==> config.mk <==
export PLATFORM = sky130hd
export DESIGN_NAME = edge_event_arbiter
export DESIGN_NICKNAME = d
export VERILOG_FILES = /design/src/rtl/edge_event_arbiter.sv
export SDC_FILE = /design/constraint.sdc
export NUM_CORES = 1
export LEC_CHECK = 0
export ABC_AREA = 0
export CAP_MARGIN = 20
export CORE_AREA = 2 2 59 61
export DETAILED_ROUTE_END_ITERATION = 6
export DIE_AREA = 0 0 61 63
export HOLD_SLACK_MARGIN = 0.12
export PLACE_DENSITY = 0.71
export SKIP_CTS_REPAIR_TIMING = 1
export SYNTH_ARGS = -nofsm -noshare
export SYNTH_HDL_FRONTEND = slang
export SYNTH_SLANG_ARGS = --single-unit
==> constraint.sdc <==
create_clock -name clk -period 1.9 [get_ports clk]
set_clock_uncertainty 0.1 [all_clocks]
set_input_delay 0.57 -clock clk [delete_from_list [all_inputs] [get_ports clk]]
set_output_delay 0.57 -clock clk [all_outputs]
set_load 0.02 [all_outputs]
==> src/rtl/edge_event_arbiter.sv <==
`default_nettype none
// ============================================================================
// Module   : edge_event_arbiter
// Brief    : Synchronises N asynchronous level inputs, latches enabled edge
//            events per channel and presents them one at a time through a
//            round-robin valid/ready port with per-channel overflow flags.
// Revision : 1.0 - initial release
// ============================================================================
module edge_event_arbiter #(
    parameter int N        = 4,
    parameter int SYNC_STG = 2
) (
    input  logic                 clk,
    input  logic                 rst_n,
    input  logic [N-1:0]         in,
    input  logic [N-1:0]         rise_en,
    input  logic [N-1:0]         fall_en,
    output logic                 ev_valid,
    input  logic                 ev_ready,
    output logic [$clog2(N)-1:0] ev_chn,
    output logic                 ev_rising,
    output logic [N-1:0]         pending,
    output logic [N-1:0]         ovf,
    input  logic [N-1:0]         ovf_clr
);

    localparam int C_IW  = $clog2(N);
    localparam int C_ARM = SYNC_STG + 1;
    localparam int C_AW  = $clog2(C_ARM + 1);

    typedef enum logic [0:0] {
        S_IDLE    = 1'b0,
        S_PRESENT = 1'b1
    } state_t;

    // ------------------------------------------------------------------------
    // Input synchronisers and history
    // ------------------------------------------------------------------------
    logic [N-1:0] r_sync [SYNC_STG];
    logic [N-1:0] r_prv;
    logic [N-1:0] w_cur;

    always_ff @(posedge clk) begin
        if (!rst_n) begin
            for (int s = 0; s < SYNC_STG; s++) begin
                r_sync[s] <= '0;
            end
            r_prv <= '0;
        end else begin
            r_sync[0] <= in;
            for (int s = 1; s < SYNC_STG; s++) begin
                r_sync[s] <= r_sync[s-1];
            end
            r_prv <= w_cur;
        end
    end

    assign w_cur = r_sync[SYNC_STG-1];

    // Detection stays off until the chain and history hold real samples, so a
    // level that was already high at reset never looks like an edge.
    logic [C_AW-1:0] r_arm;
    logic            w_armed;

    assign w_armed = (r_arm == C_AW'(C_ARM));

    always_ff @(posedge clk) begin
        if (!rst_n) begin
            r_arm <= '0;
        end else if (!w_armed) begin
            r_arm <= r_arm + 1'b1;
        end
    end

    // ------------------------------------------------------------------------
    // Edge detect and per-channel event latches
    // ------------------------------------------------------------------------
    logic [N-1:0] w_rise;
    logic [N-1:0] w_fall;
    logic [N-1:0] w_det;
    logic [N-1:0] w_take;
    logic [N-1:0] w_drop;
    logic [N-1:0] w_gnt;
    logic [N-1:0] r_pend;
    logic [N-1:0] r_dir;
    logic [N-1:0] r_ovf;

    assign w_rise = w_cur & ~r_prv & rise_en & {N{w_armed}};
    assign w_fall = ~w_cur & r_prv & fall_en & {N{w_armed}};
    assign w_det  = w_rise | w_fall;

    // A channel being granted this cycle frees its slot for a same-cycle detect.
    assign w_take = w_det & (~r_pend | w_gnt);
    assign w_drop = w_det & r_pend & ~w_gnt;

    always_ff @(posedge clk) begin
        if (!rst_n) begin
            r_pend <= '0;
            r_dir  <= '0;
            r_ovf  <= '0;
        end else begin
            r_pend <= (r_pend & ~w_gnt) | w_take;
            r_dir  <= (r_dir & ~w_take) | (w_rise & w_take);
            r_ovf  <= (r_ovf & ~ovf_clr) | w_drop;
        end
    end

    // ------------------------------------------------------------------------
    // Round-robin selection
    // ------------------------------------------------------------------------
    state_t          r_state;
    logic [C_IW-1:0] r_ptr;
    logic            r_valid;
    logic [C_IW-1:0] r_chn;
    logic            r_rising;
    logic            w_load;
    logic            w_hit;
    logic [C_IW-1:0] w_gnt_idx;

    function automatic logic [C_IW-1:0] f_wrap(input int v);
        return C_IW'(v % N);
    endfunction

    always_comb begin
        w_gnt_idx = r_ptr;
        w_hit     = 1'b0;
        for (int k = 1; k <= N; k++) begin
            if (!w_hit && r_pend[f_wrap(int'(r_ptr) + k)]) begin
                w_gnt_idx = f_wrap(int'(r_ptr) + k);
                w_hit     = 1'b1;
            end
        end
    end

    assign w_load = (r_state == S_IDLE) || ev_ready;
    assign w_gnt  = (w_load && w_hit) ? ({{(N-1){1'b0}}, 1'b1} << w_gnt_idx) : '0;

    // ------------------------------------------------------------------------
    // Output stage
    // ------------------------------------------------------------------------
    always_ff @(posedge clk) begin
        if (!rst_n) begin
            r_state  <= S_IDLE;
            r_valid  <= 1'b0;
            r_chn    <= '0;
            r_rising <= 1'b0;
            r_ptr    <= C_IW'(N - 1);
        end else begin
            case (r_state)
                S_IDLE, S_PRESENT: begin
                    if (w_load) begin
                        if (w_hit) begin
                            r_state  <= S_PRESENT;
                            r_valid  <= 1'b1;
                            r_chn    <= w_gnt_idx;
                            r_rising <= r_dir[w_gnt_idx];
                            r_ptr    <= w_gnt_idx;
                        end else begin
                            r_state  <= S_IDLE;
                            r_valid  <= 1'b0;
                        end
                    end
                end
                default: begin
                    r_state <= S_IDLE;
                    r_valid <= 1'b0;
                end
            endcase
        end
    end

    assign ev_valid  = r_valid;
    assign ev_chn    = r_chn;
    assign ev_rising = r_rising;
    assign pending   = r_pend;
    assign ovf       = r_ovf;

endmodule
`default_nettype wire
==> impl_metrics.csv <==
group,metric,value,unit
timing,setup_ws,0.0282,ns
worst_setup_path,cpMaxStageDelayCell,"or3_2",
placement,pre_cts_ws,-0.366,ns
worst_setup_path,cpPeakStageDelay,0.51,ns
power,powerDensity,722,mW/mm^2
timing,maxSlewViolCount,0,
drt,met2WireLength,1400,um
finish,mostFrequentLayoutCells,"dfxtp_1 (26), clkdlybuf4s50_1 (18), buf_4 (16), nor2_1 (13)",
status,status,"finished, final reports clean",
flow_run,max-cap-violations,0,
clock_tree,clkSinkCount,32,
worst_setup_path,cp.required,2.05,ns
placement,portBuffers,30,
floorplan,fp-row-count,21,
worst_setup_path,cp_common_cell,"buf_4",
global_routing,grt_pass1_wl,5040,um
drt,wl_met3,192,um
clock_tree,cts-root-buf,"clkbuf_4",
global_routing,grt_overflow,0,
timing,period_needed,1.87,ns
drt,first_pass_iters,4,
floorplan,core_area,0.00323,sq mm
drt,post-route-drc-count,0,
worst_setup_path,cp_cell_sequence,"or3_2 > o31ai_4 > buf_4 > buf_4 > and3_1 > a211oi_1 > a31o_2",
logic_synthesis,synth_cell_types,39,
power,fin_total_pwr,1.39,mW
global_routing,grt_use_total,0.179,
worst_setup_path,critPathArrivalTime,2.02,ns
timing,rsz0062_at_grt,"true",
power,peakVddDrop,530,uV
floorplan,die_y,63,um
timing,tightest_slew,0.283,ns
drt,viasPerCell,5.05,
worst_setup_path,critPathLaunchType,"flop",
timing,hold_viol_final,0,
power,p_leak,0.976,nW
worst_setup_path,crit_start,"r_ptr[1]",
worst_setup_path,path_max_fanout,8,
finish,syn_to_final_growth,40.9,%
drt,top_layer,"met4",
drt,routed_wire_length_per_instance,12.7,um
finish,drive_above_1_share,0.222,
logic_synthesis,ys_warn_count,0,
floorplan,start_util,0.424,
clock_tree,numCtsBuffers,5,
clock_tree,cts_tree,"built",
timing,finalSetupViolations,0,
drt,dr.first_iter.drc_count,46,
worst_setup_path,crit_type,"reg -> reg",
worst_setup_path,cp_top_family,"simple AND/OR/NAND/NOR gates",
logic_synthesis,syn_avg_cell_area,9.59,sq um
worst_hold_path,min_path_type,"reg -> reg",
placement,place_congestion,0.847,
floorplan,die_w,61,um
finish,fillCellCount,294,
clock_tree,clockBufferDepth,2,
logic_synthesis,synthesis.nets,163,
drt,num_vias,1186,
worst_setup_path,r2r_start,"r_ptr[1]",
drt,ant_nets,0,
clock_tree,cts-htree-levels,2,
placement,place_hpwl,2140,um
finish,mostFrequentLayoutCell,"dfxtp_1",
global_routing,grt_pass1_vias,1162,
finish,antenna_cells,0,
timing,max_freq,534,MHz
global_routing,antenna_found_initial,0,
worst_hold_path,min_from,"r_sync[0][2]",
logic_synthesis,synth_area,0.00137,sq mm
drt,drt-met1-wl,1320,um
logic_synthesis,synth_seq_area_share,0.467,
floorplan,die-area,0.00384,sq mm
drt,wl,2990,um
global_routing,grt_max_degree,18,
timing,relSlewSlack,0.811,
clock_tree,insertion_delay,0.35,ns
floorplan,io-pin-count,31,
finish,nets,208,
worst_setup_path,crit_path_end_kind,"flop",
worst_setup_path,crit_buf_inv,2,
timing,totalNegativeSetupSlack,0,ns
timing,fin_crit_sh,0.985,
logic_synthesis,ys_ff_latch,32,
logic_synthesis,syn_inst,143,
clock_tree,clk_pin_slew,0.10,ns
[area by class of cell]
type | instances | area, sq um | share of cell area
multi-input combinational | 100 | 684 | 0.354
sequential | 32 | 648 | 0.335
timing repair buffer | 46 | 450 | 0.233
tap | 46 | 57.6 | 0.0298
clock inverter | 3 | 42.5 | 0.0220
clock buffer | 5 | 37.5 | 0.0194
inverter | 3 | 11.3 | 0.00583
[cell usage after synthesis (all sizes together)]
library cell	count	area (sq um)
nand3b	4	30.0
nand3	4	20.0
or2	1	6.26
and3b	1	10.0
xor2	1	8.76
nor2b	2	12.5
ha	1	12.5
and4b	6	62.6
a211oi	1	7.51
o31ai	4	43.8
dfxtp	32	641
and2b	1	8.76
o2111a	1	11.3
nor2	13	48.8
a21boi	1	7.51
a31oi	1	6.26
or2b	1	8.76
a22o	1	8.76
and3	1	6.26
o21ai	9	45.0
buf	4	45.0
o221ai	1	8.76
nand2	7	26.3
mux2i	4	40.0
nand2b	3	18.8
nor3	2	10.0
and2	12	75.1
inv	3	11.3
a21oi	7	35.0
a31o	3	26.3
nand4b	2	17.5
o311a	1	10.0
or3	3	20.0
nor4	1	6.26
clkbuf	4	15.0
[worst paths after layout]
check | cells past startpoint | end | slack [ns]
min | 1 | r_sync[0][6] | 0.34
max reg2reg | 7 | flop | 0.03
min reg2reg | 1 | r_sync[0][6] | 0.34
max | 7 | flop | 0.03
[where the power goes]
| part | total (mW) | switching (mW) | internal (mW) |
|---|---|---|---|
| registers | 0.714 | 0.0165 | 0.697 |
| clock network | 0.522 | 0.248 | 0.274 |
| logic | 0.159 | 0.0653 | 0.0933 |
| total | 1.39 | 0.330 | 1.06 |
[stage by stage]
stage / std cells / utilization / area (sq um) / hold slack (ns)
4_1_cts: 233 / 0.574 / 1860 / 0.347
5_1_grt: 235 / 0.598 / 1930 / 0.371
3_3_place_gp: 225 / 0.549 / 1780 / 0.314
2_1_floorplan: 143 / - / 1370 / 0.312
6_report: 235 / 0.598 / 1930 / 0.344
3_5_place_dp: 225 / 0.549 / 1780 / 0.322
[cell families (layout without fill, tap and decap cells)]
logic type | after synthesis | in the layout | share of synthesized area
and+or+nand+nor | 64 | 64 | 0.283
DFF | 32 | 32 | 0.467
AOI/OAI and AO/OA | 30 | 30 | 0.153
buffers and inverters | 11 | 57 | 0.0520
muxes | 4 | 4 | 0.0292
adders and majority gates | 1 | 1 | 0.00912
xor gates and xnor gates | 1 | 1 | 0.00639
[layer usage]
metal | vias up | GRT usage
li1 | 600 | -
met4 | 0 | 0.103
met5 | - | 0
met1 | 544 | 0.214
met2 | 35 | 0.262
met3 | 7 | 0.0745
Note: power is estimated with default switching activity, not from simulation.
